==> config.mk <==
export PLATFORM = sky130hd
export DESIGN_NAME = conv1d_seq_ctrl_flat
export DESIGN_NICKNAME = d
export VERILOG_FILES = /design/src/rtl/conv1d_seq_ctrl_pkg.sv /design/src/rtl/conv1d_seq_ctrl_if.sv /design/src/rtl/conv1d_win_buf.sv /design/src/rtl/conv1d_seq_ctrl.sv /design/src/flat_wrapper.sv
export SDC_FILE = /design/constraint.sdc
export NUM_CORES = 1
export LEC_CHECK = 0
export ABC_CLOCK_PERIOD_IN_PS = 5200
export CAP_MARGIN = 20
export CORE_AREA = 4 4 216 218
export DETAILED_ROUTE_END_ITERATION = 8
export DIE_AREA = 0 0 220 222
export HOLD_SLACK_MARGIN = 0.05
export PLACE_DENSITY = 0.76
export REMOVE_ABC_BUFFERS = 1
export SLEW_MARGIN = 20
export SYNTH_ARGS = -nofsm -noshare
export SYNTH_HDL_FRONTEND = slang
export SYNTH_SLANG_ARGS = --single-unit
==> constraint.sdc <==
create_clock -name clk -period 5.2 [get_ports clk]
set_input_delay 1.04 -clock clk [delete_from_list [all_inputs] [get_ports clk]]
set_output_delay 1.04 -clock clk [all_outputs]
set_load 0.03 [all_outputs]
==> src/rtl/conv1d_seq_ctrl_pkg.sv <==
// Shared definitions for the conv1d sequencer: data width and FSM state encoding.
package conv1d_seq_ctrl_pkg;

    localparam int unsigned WIDTH_DATA = 16;

    typedef enum logic [2:0] {
        IDLE   = 3'd0,
        LOAD_W = 3'd1,
        COMMIT = 3'd2,
        STREAM = 3'd3,
        DONE   = 3'd4
    } state_e;

endpackage

==> src/rtl/conv1d_seq_ctrl_if.sv <==
// Job, weight-stream, sample-stream and conv1d-facing signals of the sequencer.
interface conv1d_seq_ctrl_if #(
    parameter int unsigned K     = 15,
    parameter int unsigned LEN_W = 16
) ();
    import conv1d_seq_ctrl_pkg::*;

    localparam int unsigned W = WIDTH_DATA;

    logic             start;
    logic [LEN_W-1:0] seq_len;
    logic             busy;
    logic             done;
    logic             w_valid;
    logic [W-1:0]     w_data;
    logic             w_ready;
    logic             x_valid;
    logic [W-1:0]     x_data;
    logic             x_ready;
    logic             conv_w_en;
    logic [K*W-1:0]   conv_w;
    logic [K*W-1:0]   conv_din;
    logic             conv_din_valid;
    logic [LEN_W-1:0] win_cnt;

    modport master (
        output start, seq_len, w_valid, w_data, x_valid, x_data,
        input  busy, done, w_ready, x_ready, conv_w_en, conv_w,
               conv_din, conv_din_valid, win_cnt
    );

    modport slave (
        input  start, seq_len, w_valid, w_data, x_valid, x_data,
        output busy, done, w_ready, x_ready, conv_w_en, conv_w,
               conv_din, conv_din_valid, win_cnt
    );

endinterface

==> src/rtl/conv1d_win_buf.sv <==
// K-deep sample shift register; slot K-1 holds the newest sample, slot 0 the oldest.
module conv1d_win_buf #(
    parameter int unsigned K = 15,
    parameter int unsigned W = 16
) (
    input  logic           clk,
    input  logic           rst,
    input  logic           i_clear,
    input  logic           i_shift,
    input  logic [W-1:0]   i_din,
    output logic [K*W-1:0] o_win
);

    logic [K*W-1:0] r_win;

    generate
        if (K > 1) begin : g_deep
            always_ff @(posedge clk) begin
                if (rst || i_clear) begin
                    r_win <= '0;
                end else if (i_shift) begin
                    r_win <= {i_din, r_win[K*W-1:W]};
                end
            end
        end else begin : g_single
            always_ff @(posedge clk) begin
                if (rst || i_clear) begin
                    r_win <= '0;
                end else if (i_shift) begin
                    r_win <= i_din;
                end
            end
        end
    endgenerate

    assign o_win = r_win;

endmodule

==> src/rtl/conv1d_seq_ctrl.sv <==
// Job sequencer for conv1d: loads and commits K weights, then streams stride-S sample windows.
module conv1d_seq_ctrl
    import conv1d_seq_ctrl_pkg::*;
#(
    parameter int unsigned K     = 15,
    parameter int unsigned S     = 1,
    parameter int unsigned LEN_W = 16
) (
    input  logic             clk,
    input  logic             rst,
    conv1d_seq_ctrl_if.slave bus
);

    localparam int unsigned W     = WIDTH_DATA;
    localparam int unsigned PTR_W = (K > 1) ? $clog2(K) : 1;
    localparam int unsigned PH_W  = (S > 1) ? $clog2(S) : 1;

    state_e           r_state;
    state_e           w_state_nxt;
    logic [LEN_W-1:0] r_len;
    logic [LEN_W-1:0] r_n;
    logic [LEN_W-1:0] r_win_cnt;
    logic [PTR_W-1:0] r_wptr;
    logic [PH_W-1:0]  r_phase;
    logic [K*W-1:0]   r_conv_w;
    logic             r_busy, r_done, r_w_ready, r_x_ready, r_w_en, r_din_valid;
    logic             w_busy_nxt, w_done_nxt, w_w_ready_nxt, w_x_ready_nxt, w_w_en_nxt;

    logic             w_start_acc, w_w_acc, w_x_acc;
    logic             w_last_tap, w_last_x, w_full, w_emit;
    logic [LEN_W-1:0] w_n_inc;
    logic [K*W-1:0]   w_win;

    assign w_start_acc = (r_state == IDLE)   && bus.start;
    assign w_w_acc     = (r_state == LOAD_W) && bus.w_valid;
    assign w_x_acc     = (r_state == STREAM) && bus.x_valid;
    assign w_last_tap  = (r_wptr == PTR_W'(K - 1));
    assign w_n_inc     = r_n + LEN_W'(1);
    assign w_last_x    = (w_n_inc == r_len);
    assign w_full      = (w_n_inc >= LEN_W'(K));
    // Stride phase counts down from S-1 between windows once the window is full.
    assign w_emit      = w_x_acc && w_full && (r_phase == '0);

    always_ff @(posedge clk) begin
        if (rst) begin
            r_state     <= IDLE;
            r_busy      <= 1'b0;
            r_done      <= 1'b0;
            r_w_ready   <= 1'b0;
            r_x_ready   <= 1'b0;
            r_w_en      <= 1'b0;
        end else begin
            r_state     <= w_state_nxt;
            r_busy      <= w_busy_nxt;
            r_done      <= w_done_nxt;
            r_w_ready   <= w_w_ready_nxt;
            r_x_ready   <= w_x_ready_nxt;
            r_w_en      <= w_w_en_nxt;
        end
    end

    always_comb begin
        w_state_nxt = r_state;
        unique case (r_state)
            IDLE:    if (bus.start) w_state_nxt = LOAD_W;
            LOAD_W:  if (w_w_acc && w_last_tap) w_state_nxt = COMMIT;
            COMMIT:  w_state_nxt = (r_len == '0) ? DONE : STREAM;
            STREAM:  if (w_x_acc && w_last_x) w_state_nxt = DONE;
            DONE:    w_state_nxt = IDLE;
            default: w_state_nxt = IDLE;
        endcase
    end

    // Moore outputs decoded from the next state so they land in flops alongside it.
    always_comb begin
        w_busy_nxt    = 1'b0;
        w_done_nxt    = 1'b0;
        w_w_ready_nxt = 1'b0;
        w_x_ready_nxt = 1'b0;
        w_w_en_nxt    = 1'b0;
        w_busy_nxt    = (w_state_nxt != IDLE);
        w_done_nxt    = (w_state_nxt == DONE);
        w_w_ready_nxt = (w_state_nxt == LOAD_W);
        w_x_ready_nxt = (w_state_nxt == STREAM);
        w_w_en_nxt    = (w_state_nxt == COMMIT);
    end

    always_ff @(posedge clk) begin
        if (rst) begin
            r_len       <= '0;
            r_n         <= '0;
            r_win_cnt   <= '0;
            r_wptr      <= '0;
            r_phase     <= '0;
            r_conv_w    <= '0;
            r_din_valid <= 1'b0;
        end else begin
            r_din_valid <= w_emit;
            if (w_start_acc) begin
                r_len     <= bus.seq_len;
                r_n       <= '0;
                r_win_cnt <= '0;
                r_wptr    <= '0;
                r_phase   <= '0;
            end
            if (w_w_acc) begin
                r_conv_w[r_wptr*W +: W] <= bus.w_data;
                r_wptr                  <= w_last_tap ? '0 : r_wptr + PTR_W'(1);
            end
            if (w_x_acc) begin
                r_n <= w_n_inc;
                if (w_full) begin
                    r_phase <= (r_phase == '0) ? PH_W'(S - 1) : r_phase - PH_W'(1);
                end
            end
            if (w_emit) begin
                r_win_cnt <= r_win_cnt + LEN_W'(1);
            end
        end
    end

    conv1d_win_buf #(
        .K (K),
        .W (W)
    ) u_win_buf (
        .clk     (clk),
        .rst     (rst),
        .i_clear (w_start_acc),
        .i_shift (w_x_acc),
        .i_din   (bus.x_data),
        .o_win   (w_win)
    );

    assign bus.busy           = r_busy;
    assign bus.done           = r_done;
    assign bus.w_ready        = r_w_ready;
    assign bus.x_ready        = r_x_ready;
    assign bus.conv_w_en      = r_w_en;
    assign bus.conv_w         = r_conv_w;
    assign bus.conv_din       = w_win;
    assign bus.conv_din_valid = r_din_valid;
    assign bus.win_cnt        = r_win_cnt;

endmodule

==> src/flat_wrapper.sv <==
// flat-port wrapper written by rule: the top's interface ports become plain ports
module conv1d_seq_ctrl_flat import conv1d_seq_ctrl_pkg::*;
#(
    parameter int unsigned K     = 15,
    parameter int unsigned S     = 1,
    parameter int unsigned LEN_W = 16
)
  (clk, rst, bus_start, bus_seq_len, bus_w_valid, bus_w_data, bus_x_valid, bus_x_data, bus_busy, bus_done, bus_w_ready, bus_x_ready, bus_conv_w_en, bus_conv_w, bus_conv_din, bus_conv_din_valid, bus_win_cnt);
  conv1d_seq_ctrl_if #(.K(K), .LEN_W(LEN_W)) bus_i ();
  input  logic clk;
  input  logic rst;
  input wire logic [$bits(bus_i.start)-1:0] bus_start;
  input wire logic [$bits(bus_i.seq_len)-1:0] bus_seq_len;
  input wire logic [$bits(bus_i.w_valid)-1:0] bus_w_valid;
  input wire logic [$bits(bus_i.w_data)-1:0] bus_w_data;
  input wire logic [$bits(bus_i.x_valid)-1:0] bus_x_valid;
  input wire logic [$bits(bus_i.x_data)-1:0] bus_x_data;
  output wire logic [$bits(bus_i.busy)-1:0] bus_busy;
  output wire logic [$bits(bus_i.done)-1:0] bus_done;
  output wire logic [$bits(bus_i.w_ready)-1:0] bus_w_ready;
  output wire logic [$bits(bus_i.x_ready)-1:0] bus_x_ready;
  output wire logic [$bits(bus_i.conv_w_en)-1:0] bus_conv_w_en;
  output wire logic [$bits(bus_i.conv_w)-1:0] bus_conv_w;
  output wire logic [$bits(bus_i.conv_din)-1:0] bus_conv_din;
  output wire logic [$bits(bus_i.conv_din_valid)-1:0] bus_conv_din_valid;
  output wire logic [$bits(bus_i.win_cnt)-1:0] bus_win_cnt;
  assign bus_i.start = bus_start;
  assign bus_i.seq_len = bus_seq_len;
  assign bus_i.w_valid = bus_w_valid;
  assign bus_i.w_data = bus_w_data;
  assign bus_i.x_valid = bus_x_valid;
  assign bus_i.x_data = bus_x_data;
  assign bus_busy = bus_i.busy;
  assign bus_done = bus_i.done;
  assign bus_w_ready = bus_i.w_ready;
  assign bus_x_ready = bus_i.x_ready;
  assign bus_conv_w_en = bus_i.conv_w_en;
  assign bus_conv_w = bus_i.conv_w;
  assign bus_conv_din = bus_i.conv_din;
  assign bus_conv_din_valid = bus_i.conv_din_valid;
  assign bus_win_cnt = bus_i.win_cnt;
  conv1d_seq_ctrl #(.K(K), .S(S), .LEN_W(LEN_W)) u_core (.clk(clk), .rst(rst), .bus(bus_i));
endmodule
==> impl_metrics.py, run 1 <==
metrics = {
    "status": {
        "status": "finished, final reports clean",
    },
    "layout": {
        "antenna_cells": 0,
        "drive_gt1_share_pct": 5.07,
        "fin_util_pct": 62.4,
        "syn_to_final_growth_pct": 37.2,
        "fillers": 3770,
        "nets": 2973,
    },
    "floorplan": {
        "start_util_pct": 45.5,
        "die_h_um": 222,
        "core_area_mm2": 0.0449,
        "die_area_mm2": 0.0488,
        "num_rows": 78,
        "ioPinCount": 555,
        "die_w_um": 220,
    },
    "timing": {
        "post-route-period-util_pct": 68.5,
        "whs_ns": 0.424,
        "slew_headroom_pct": 17.5,
        "tightest_slew_ns": 1.23,
        "rsz0062_at_grt": "false",
        "slew_violations": 0,
        "fin_crit_ns": 3.56,
        "fmax_mhz": 281,
        "hold_viol_final": 0,
        "setup_viol": 0,
        "finalClockSkew_ns": 0.0150,
    },
    "routing": {
        "routed-via-count": 19100,
        "drc": 0,
        "viasPerCell": 5.36,
        "wire_per_inst_um": 19.5,
        "ant_nets": 0,
        "wl_um": 69400,
        "drtIter0Drc": 1801,
        "drtPass1Iterations": 8,
    },
    "clocking": {
        "cts_resized": 0,
        "path_clk_slew_ns": 0.06,
        "hold_buffers": 0,
        "numCtsBuffers": 56,
        "clock_path_buffers": 3,
        "clkSinkCount": 542,
        "post_cts_buffers": 0,
        "cts-htree-levels": 2,
        "root_buffer": "clkbuf_16",
        "cts_tree": "done",
        "worstSkewPairLatency_ns": 0.60,
    },
    "setup_path": {
        "cp.required_ns": 5.64,
        "crit_path_cell_trace": "inv_1, ha_1, xor2_1, nand2_1, or3_1, nor3_4, mux2i_1, nor2_1",
        "regToRegEndpoint": "u_core.bus.conv_w[130]$_SDFFE_PP0P_",
        "path_class": "flop to flop",
        "r2r-start": "u_core.r_wptr[0]$_SDFFE_PP0P_",
        "worstPathMaxFanout": 16,
        "end_kind": "flop",
        "rr_worst_depth": 8,
        "critPathArrivalTime_ns": 4.00,
        "max_stage_delay_ns": 0.85,
        "rrSetupSlack_ns": 1.64,
        "crit_slowest_cell": "nor3_4",
        "critPathLaunchType": "flop",
    },
    "synthesis": {
        "synthFlopType": "dfxtp_1",
        "avgSynthCellArea_um2": 8.22,
        "synthCells": 2483,
        "syn_area_mm2": 0.0204,
        "ys_types": 63,
        "ys_warn_count": 0,
        "ys_seq_area_share_pct": 53.2,
        "async_flop_share_pct": 0,
        "synth_edf_count": 0,
        "yosys_register_bits": 542,
    },
    "global_routing": {
        "grt_max_degree": 248,
        "grt_use_total_pct": 26.9,
        "grt_pass1_wl_um": 104000,
        "antenna_found_initial": 0,
        "grt_remaining_overflow": 0,
        "grt_pass1_vias": 17900,
    },
    "flow_run": {
        "maxCapViolCount": 0,
    },
    "power": {
        "power_density_mw_per_mm2": 304,
        "ir_drop_mv": 0.257,
        "total_power_mw": 8.53,
        "leakage_nw": 9.60,
    },
    "place": {
        "place_hpwl_um": 47400,
        "routabilityCongestion": 0.883,
        "io_buffers": 554,
    },
    "hold_path": {
        "whs_path_depth": 2,
        "hold_class": "flop to flop",
        "hold_end": "u_core.r_phase$_SDFF_PP0_",
        "worstHoldStart": "u_core.r_phase$_SDFF_PP0_",
    },
}
synth_stat cells (2+ instances only):
| cell type | instances | area [um2] |
|---|---|---|
| clkbuf_1 | 152 | 571 |
| inv_1 | 9 | 33.8 |
| a211oi_4 | 2 | 40.0 |
| buf_4 | 5 | 37.5 |
| nor2_4 | 2 | 22.5 |
| and4_1 | 3 | 26.3 |
| xor2_1 | 13 | 114 |
| a21oi_1 | 419 | 2100 |
| a22o_1 | 5 | 43.8 |
| buf_6 | 3 | 33.8 |
| nand4b_1 | 2 | 17.5 |
| nand2_1 | 705 | 2650 |
| nor4_1 | 9 | 56.3 |
| a211oi_1 | 3 | 22.5 |
| nand3_1 | 147 | 736 |
| or3_1 | 5 | 31.3 |
| nor3b_1 | 7 | 52.6 |
| o211ai_1 | 3 | 22.5 |
| a221o_1 | 7 | 70.1 |
| nor2b_1 | 5 | 31.3 |
| o21ai_0 | 19 | 95.1 |
| a22oi_1 | 7 | 52.6 |
| nor3_1 | 15 | 75.1 |
| buf_1 | 9 | 33.8 |
| buf_2 | 28 | 140 |
| a311oi_1 | 5 | 43.8 |
| or2_2 | 4 | 25.0 |
| a31oi_1 | 3 | 18.8 |
| xnor2_1 | 17 | 149 |
| mux2i_1 | 98 | 981 |
| or4_1 | 2 | 15.0 |
| nand2b_1 | 4 | 25.0 |
| nand3b_1 | 4 | 30.0 |
| nor4_2 | 2 | 25.0 |
| nor2_1 | 154 | 578 |
| nor2_2 | 4 | 25.0 |
| nand4_1 | 12 | 75.1 |
| and3_1 | 16 | 100 |
| dfxtp_1 | 542 | 10900 |
| ha_1 | 7 | 87.6 |
| and2_1 | 3 | 18.8 |
report_power, final:
part / total, mW / switching (mW) / internal, mW
combinational: 0.297 / 0.212 / 0.0845
clock: 4.05 / 1.66 / 2.39
sequential: 4.18 / 0.0155 / 4.17
per-stage QoR:
step | setup WS, ns | instance area, um2 | cells | setup TNS, ns
detailed placement | 1.22 | 26100 | 3454 | 0
floorplan | -2.27 | 19600 | 2285 | -375.63
finish | 1.64 | 28000 | 3558 | 0
CTS | 1.68 | 28000 | 3557 | 0
global placement | 1.26 | 26100 | 3453 | 0
global route | 1.43 | 28000 | 3558 | 0
worst max-delay path, delay by kind of cell (launching register included):
family	cells	cell delay (ns)
simple gates	4	1.63
flops	1	0.62
xor+xnor	1	0.46
mux	1	0.28
fa+ha+maj	1	0.25
buf+inv	1	0.17
placed cells by master, fill, tap and decap left out, drive strengths merged, types with 4 or more instances in the layout:
| master | Yosys | final |
|---|---|---|
| nand2 | 705 | 705 |
| clkdlybuf4s50 | 0 | 552 |
| dfxtp | 542 | 542 |
| a21oi | 420 | 420 |
| nor2 | 160 | 160 |
| nand3 | 149 | 149 |
| mux2i | 98 | 98 |
| clkbuf | 152 | 86 |
| o21ai | 19 | 19 |
| xnor2 | 17 | 17 |
| nor3 | 17 | 17 |
| buf | 46 | 17 |
| and3 | 16 | 16 |
| xor2 | 14 | 14 |
| nand4 | 14 | 14 |
| clkinv | 0 | 13 |
| nor4 | 12 | 12 |
| inv | 9 | 10 |
| nor3b | 7 | 7 |
| a221o | 7 | 7 |
| a22oi | 7 | 7 |
| ha | 7 | 7 |
| nor2b | 5 | 5 |
| or3 | 5 | 5 |
| a311oi | 5 | 5 |
| a22o | 5 | 5 |
| a211oi | 5 | 5 |
| nand2b | 5 | 5 |
| nand3b | 4 | 4 |
| or2 | 4 | 4 |
worst max-delay path by stage:
stage / startpoint / end / cells after the start
6_report: u_core.r_wptr[0]$_SDFFE_PP0P_ / u_core.bus.conv_w[130]$_SDFFE_PP0P_ / 8
5_1_grt: u_core.r_wptr[0]$_SDFFE_PP0P_ / u_core.bus.conv_w[130]$_SDFFE_PP0P_ / 8
4_1_cts: u_core.r_wptr[0]$_SDFFE_PP0P_ / u_core.bus.conv_w[186]$_SDFFE_PP0P_ / 7
2_1_floorplan: bus_x_valid / u_core.r_n[10]$_SDFFE_PP0P_ / 5
3_3_place_gp: bus_w_valid / u_core.bus.conv_w[142]$_SDFFE_PP0P_ / 7
3_5_place_dp: bus_w_valid / u_core.bus.conv_w[130]$_SDFFE_PP0P_ / 7
sequential cells by signal, summed over array words and instances, names as in the netlist:
signal	flops
u_core.bus.done	1
u_core.bus.w_ready	1
u_core.u_win_buf.o_win	240
u_core.bus.win_cnt	16
u_core.bus.x_ready	1
u_core.bus.conv_din_valid	1
u_core.r_state	3
u_core.bus.conv_w_en	1
u_core.r_len	16
u_core.bus.conv_w	240
u_core.bus.busy	1
u_core.r_phase	1
u_core.r_wptr	4
u_core.r_n	16
cell families after synthesis:
group / after synthesis / share of synthesized area, %
AO/OA/AOI/OAI: 482 / 12.7
multiplexers: 99 / 4.86
XOR/XNOR: 31 / 1.37
adder cells (fa/ha/maj): 7 / 0.429
AND/OR/NAND/NOR: 1115 / 23.3
buffers and inverters: 207 / 4.24
flip-flops: 542 / 53.2
cell type report:
type	count	area [um2]	share of cell area, %
sequential	542	10900	38.7
multi-input combinational	1734	8750	31.2
timing repair buffer	570	5730	20.5
clock buffer	85	1730	6.18
tap	600	751	2.68
clock inverter	18	160	0.572
inverter	9	33.8	0.121
routing by layer:
metal	part of all wire, %	vias to the layer above	global-route usage [%]
li1	-	9129	-
met1	38	9040	32.4
met2	49	703	44.7
met3	8.1	186	7.17
met4	5.2	0	12.8
met5	0	-	0
Power figures use the tool's default switching activity.
==> run 2, diff against run 1 <==
ABC_CLOCK_PERIOD_IN_PS = 3300   (was 5200)
CORE_AREA = unset   (was 4 4 216 218)
CORE_MARGIN = 4   (was unset)
CORE_UTILIZATION = 48   (was unset)
DIE_AREA = unset   (was 0 0 220 222)
PLACE_DENSITY = 0.8   (was 0.76)
clock period = 3.3 ns   (was 5.2 ns; I/O delays follow)
==> impl_metrics.py, run 2 (same netlist as run 1, synthesis figures left out) <==
metrics = {
    "status": {
        "status": "finished, final reports clean",
    },
    "power": {
        "swShare_pct": 22.4,
        "combPwrFrac_pct": 3.8,
        "power_density_mw_per_mm2": 469,
        "sequentialPowerShare_pct": 50.0,
        "total_power_mw": 13.2,
        "power_frac_clock_pct": 46.3,
        "power_switching_mw": 2.95,
        "leakage_nw": 9.74,
        "ir_drop_mv": 0.404,
        "p_int_mw": 10.2,
    },
    "layout": {
        "syn_to_final_growth_pct": 37.9,
        "fillers": 3312,
        "final_cell_mix": "nand2_1, clkdlybuf4s50_1, dfxtp_1",
        "antenna_cells": 0,
        "nets": 3013,
        "final_cell_count_no_fill": 3529,
        "drive_gt1_share_pct": 5.82,
        "final_common_cell": "nand2_1",
    },
    "clocking": {
        "numCtsBuffers": 54,
        "cts_tree": "done",
        "hold_buffers": 0,
        "cts-htree-levels": 2,
        "root_buffer": "clkbuf_16",
        "clkSinkCount": 542,
        "clock_path_buffers": 3,
        "path_clk_slew_ns": 0.06,
        "worstSkewPairLatency_ns": 0.60,
    },
    "place": {
        "routabilityCongestion": 0.933,
        "place_hpwl_um": 48600,
        "dp_cells": 3433,
        "io_buffers": 554,
        "dp_slack_ns": 0.227,
    },
    "floorplan": {
        "core_area_mm2": 0.0419,
        "die_area_mm2": 0.0459,
        "start_util_pct": 48.7,
        "die_w_um": 214,
        "ioPinCount": 555,
        "die_h_um": 214,
        "num_rows": 75,
    },
    "global_routing": {
        "grt_pass1_vias": 18800,
        "grt_use_total_pct": 29.6,
        "grt_remaining_overflow": 0,
        "grt_max_degree": 202,
        "antenna_found_initial": 0,
        "grt_pass1_wl_um": 110000,
    },
    "setup_path": {
        "critPathArrivalTime_ns": 3.47,
        "worstPathMaxFanout": 17,
        "critPathLaunchType": "flop",
        "end_kind": "flop",
        "cp.required_ns": 3.74,
        "path_class": "flop to flop",
    },
    "timing": {
        "slew_violations": 0,
        "rsz0062_at_grt": "false",
        "setup_viol": 0,
        "final.setup.worst_slack_ns": 0.271,
        "fin_crit_ns": 3.03,
        "fmax_mhz": 330,
        "finalClockSkew_ns": 0.0132,
        "slew_headroom_pct": 21.7,
        "hold_viol_final": 0,
        "post-route-period-util_pct": 91.8,
        "tightest_slew_ns": 1.17,
    },
    "routing": {
        "drtIter0Drc": 1900,
        "drtPass1Iterations": 6,
        "wl_um": 71800,
        "routed-via-count": 19500,
        "drc": 0,
        "viasPerCell": 5.54,
        "wire_per_inst_um": 20.4,
        "ant_nets": 0,
    },
    "hold_path": {
        "hold_class": "flop to flop",
    },
    "flow_run": {
        "maxCapViolCount": 0,
    },
}
==> run 2: layout make-up <==
| class | instances | area, um2 | area share, % |
|---|---|---|---|
| clock buffer | 72 | 1520 | 5.40 |
| multi-input combinational | 1734 | 8740 | 31.0 |
| clock inverter | 21 | 216 | 0.769 |
| timing repair buffer | 612 | 6120 | 21.7 |
| sequential | 542 | 10900 | 38.5 |
| tap | 539 | 674 | 2.40 |
| inverter | 9 | 33.8 | 0.120 |
==> run 2: power groups by stage <==
stage,Clock [mW],Combinational (mW),Sequential [mW]
5_1_grt,6.45,0.527,6.59
3_3_place_gp,0,0.480,6.74
6_report,6.11,0.498,6.59
2_1_floorplan,0,0.150,6.75
3_5_place_dp,0,0.484,6.74
4_1_cts,6.19,0.487,6.59
==> run 2: through the flow <==
| stage | area, um2 | TNS (ns) | utilization (%) | hold slack, ns |
|---|---|---|---|---|
| after floorplan | 19600 | -800.00 | - | 0.405 |
| after global routing | 28200 | 0 | 67.1 | 0.464 |
| after detailed placement | 26400 | 0 | 62.9 | 0.417 |
| final | 28200 | 0 | 67.1 | 0.428 |
| after CTS | 28100 | 0 | 67.0 | 0.427 |
| after global placement | 26400 | 0 | 62.9 | 0.414 |
==> run 2: path summary, 6_finish.rpt <==
| path | from | endpoint | slack [ns] | depth (start not counted) |
|---|---|---|---|---|
| min | u_core.r_phase$_SDFF_PP0_ | u_core.r_phase$_SDFF_PP0_ | 0.43 | 2 |
| max reg2reg | u_core.r_wptr[0]$_SDFFE_PP0P_ | u_core.bus.conv_w[175]$_SDFFE_PP0P_ | 0.27 | 10 |
| max | u_core.r_wptr[0]$_SDFFE_PP0P_ | u_core.bus.conv_w[175]$_SDFFE_PP0P_ | 0.27 | 10 |
| min reg2reg | u_core.r_phase$_SDFF_PP0_ | u_core.r_phase$_SDFF_PP0_ | 0.43 | 2 |
==> run 2: critical path, stage by stage (launching register included) <==
cell and delay (ns):
dfxtp_1 0.60, inv_1 0.17, ha_1 0.26, xor2_1 0.15, buf_4 0.17, or2_2 0.33
nor2_2 0.18, buf_4 0.27, nand2_1 0.41, mux2i_1 0.29, nor2_1 0.05
==> run 2: routing by layer <==
layer	part of all wire (%)	vias up	global-route usage, %
li1	-	9186	-
met1	38	9336	36.1
met2	48	815	49.3
met3	8.5	198	7.38
met4	4.9	0	14.1
met5	0	-	0
==> run 2: what timing repair did <==
item | in CTS | in global routing
resized for setup | 0 | 1
setup buffers | 0 | 3
endpoints found under the setup margin | 0 | 10
==> run 3, diff against run 2 <==
==> constraint.sdc (replaced) <==
create_clock -name clk -period 3.3 [get_ports clk]
set_input_delay 0.495 -clock clk [delete_from_list [all_inputs] [get_ports clk]]
set_output_delay 0.495 -clock clk [all_outputs]
set_load 0.03 [all_outputs]
==> impl_metrics.py, run 3 (same netlist as run 1, synthesis figures left out) <==
metrics = {
    "power": {
        "power_density_mw_per_mm2": 472,
        "leakage_nw": 9.67,
        "power_switching_mw": 2.96,
        "swShare_pct": 22.4,
        "p_int_mw": 10.3,
        "combPwrFrac_pct": 3.7,
        "ir_drop_mv": 0.397,
        "sequentialPowerShare_pct": 49.8,
        "power_frac_clock_pct": 46.5,
    },
    "layout": {
        "drive_gt1_share_pct": 5.30,
        "antenna_cells": 0,
        "final_cell_count_no_fill": 3519,
        "seq_area_mm2": 0.0109,
        "fillers": 3274,
        "final_common_cell": "nand2_1",
        "syn_to_final_growth_pct": 37.3,
        "multiInputGateArea_mm2": 0.00874,
        "fin_util_pct": 66.8,
        "final_cell_mix": "nand2_1, clkdlybuf4s50_1, dfxtp_1",
        "nets": 2997,
    },
    "clocking": {
        "cts_tree": "done",
        "numCtsBuffers": 55,
        "root_buffer": "clkbuf_16",
        "clock_path_buffers": 3,
        "clkSinkCount": 542,
        "cts-htree-levels": 2,
        "worstSkewPairLatency_ns": 0.61,
        "path_clk_slew_ns": 0.06,
    },
    "routing": {
        "wire_per_inst_um": 20.1,
        "routed-via-count": 19400,
        "wl_um": 70800,
        "drc": 0,
        "ant_nets": 0,
        "drtPass1Iterations": 6,
        "drtIter0Drc": 1928,
        "viasPerCell": 5.51,
    },
    "status": {
        "status": "finished, final reports clean",
    },
    "setup_path": {
        "critPathLaunchType": "flop",
        "crit_slowest_cell": "dfxtp_1",
        "cp.required_ns": 3.76,
        "crit_path_cell_trace": "inv_1, ha_1, xor2_1, nand2_1, or3_1, nor3_4, buf_4, mux2i_1, nor2_1",
        "max_stage_delay_ns": 0.58,
        "critPathArrivalTime_ns": 3.54,
        "worstPathMaxFanout": 16,
        "path_class": "flop to flop",
        "end_kind": "flop",
    },
    "global_routing": {
        "grt_use_total_pct": 29.2,
        "grt_pass1_vias": 18600,
        "grt_remaining_overflow": 0,
        "grt.met2_usage_pct": 48.1,
        "met1_usage_pct": 35.1,
        "grt_pass1_wl_um": 108000,
        "grt-busiest-layer": "met2",
        "grt_max_degree": 242,
        "met3_usage_pct": 7.48,
        "antenna_found_initial": 0,
    },
    "floorplan": {
        "num_rows": 75,
        "ioPinCount": 555,
        "die_w_um": 214,
        "die_area_mm2": 0.0459,
        "start_util_pct": 48.7,
        "core_area_mm2": 0.0419,
        "die_h_um": 214,
    },
    "hold_path": {
        "hold_class": "primary input to flop",
    },
    "timing": {
        "fin_crit_ns": 3.08,
        "rsz0062_at_grt": "true",
        "post-route-period-util_pct": 93.3,
        "slew_headroom_pct": 22.0,
        "setup_viol": 0,
        "fmax_mhz": 325,
        "finalClockSkew_ns": 0.0231,
        "final.setup.worst_slack_ns": 0.220,
        "hold_viol_final": 0,
        "tightest_slew_ns": 1.17,
        "slew_violations": 0,
    },
    "place": {
        "place_hpwl_um": 48100,
        "dp_cells": 3419,
        "io_buffers": 554,
        "routabilityCongestion": 0.914,
        "dp_slack_ns": 0.226,
    },
    "flow_run": {
        "maxCapViolCount": 0,
    },
}
run 3: changes by cell type in the layout (fill, tap and decap cells not counted), moves of 2 or more:
cell / change
clkbuf_8: +8
bufinv_16: -3
clkinv_2: -7
clkbuf_1: +5
clkinv_4: +2
buf_4: -12
buf_12: -5
run 3: layout make-up:
type / instances / share of cell area [%]
sequential: 542 / 38.7
multi-input combinational: 1734 / 31.2
timing repair buffer: 595 / 21.2
tap: 539 / 2.41
clock inverter: 14 / 0.451
inverter: 9 / 0.121
clock buffer: 86 / 5.97
run 3: layer usage:
metal  share of wire, %  vias up
met1                 38     9175
met5                  0        -
met4                5.9        0
met2                 48      848
li1                   -     9162
met3                8.3      198
run 3: final timing paths:
check                                      from                                  end  cells past startpoint  slack, ns
setup / recovery  u_core.r_wptr[0]$_SDFFE_PP0P_  u_core.bus.conv_w[131]$_SDFFE_PP0P_                      9       0.22
hold / removal                              rst           u_core.r_n[3]$_SDFFE_PP0P_                      2       0.39
setup reg to reg  u_core.r_wptr[0]$_SDFFE_PP0P_  u_core.bus.conv_w[131]$_SDFFE_PP0P_                      9       0.22
hold reg to reg       u_core.r_phase$_SDFF_PP0_            u_core.r_phase$_SDFF_PP0_                      2       0.43
run 3: power groups by stage:
stage          logic (mW)  clock network, mW  registers [mW]
2_1_floorplan       0.150                  0            6.75
3_3_place_gp        0.473                  0            6.73
3_5_place_dp        0.477                  0            6.73
4_1_cts             0.480               6.24            6.59
5_1_grt             0.515               6.51            6.59
6_report            0.487               6.15            6.59
run 3: what timing repair did:
action,CTS,global route
resized for setup,0,1
setup endpoints to repair,0,1
hold buffers,0,0
setup buffers,0,0
run 3: per-stage QoR:
step / total power, mW / setup TNS, ns / hold WS, ns / cell area [um2]
after global routing: 13.6 / -0.00207 / 0.410 / 28000
final: 13.2 / 0 / 0.385 / 28000
after floorplan: 6.90 / -793.17 / 0.405 / 19600
after detailed placement: 7.21 / 0 / 0.420 / 26200
after CTS: 13.3 / 0 / 0.352 / 28000
after global placement: 7.21 / 0 / 0.415 / 26200
run 3: critical path, delay by kind of cell (launching register included):
family / cells / cell delay (ns)
buffers and inverters: 2 / 0.47
flip-flops: 1 / 0.58
multiplexers: 1 / 0.26
adder cells (fa/ha/maj): 1 / 0.25
XOR/XNOR: 1 / 0.41
AND/OR/NAND/NOR: 4 / 0.96
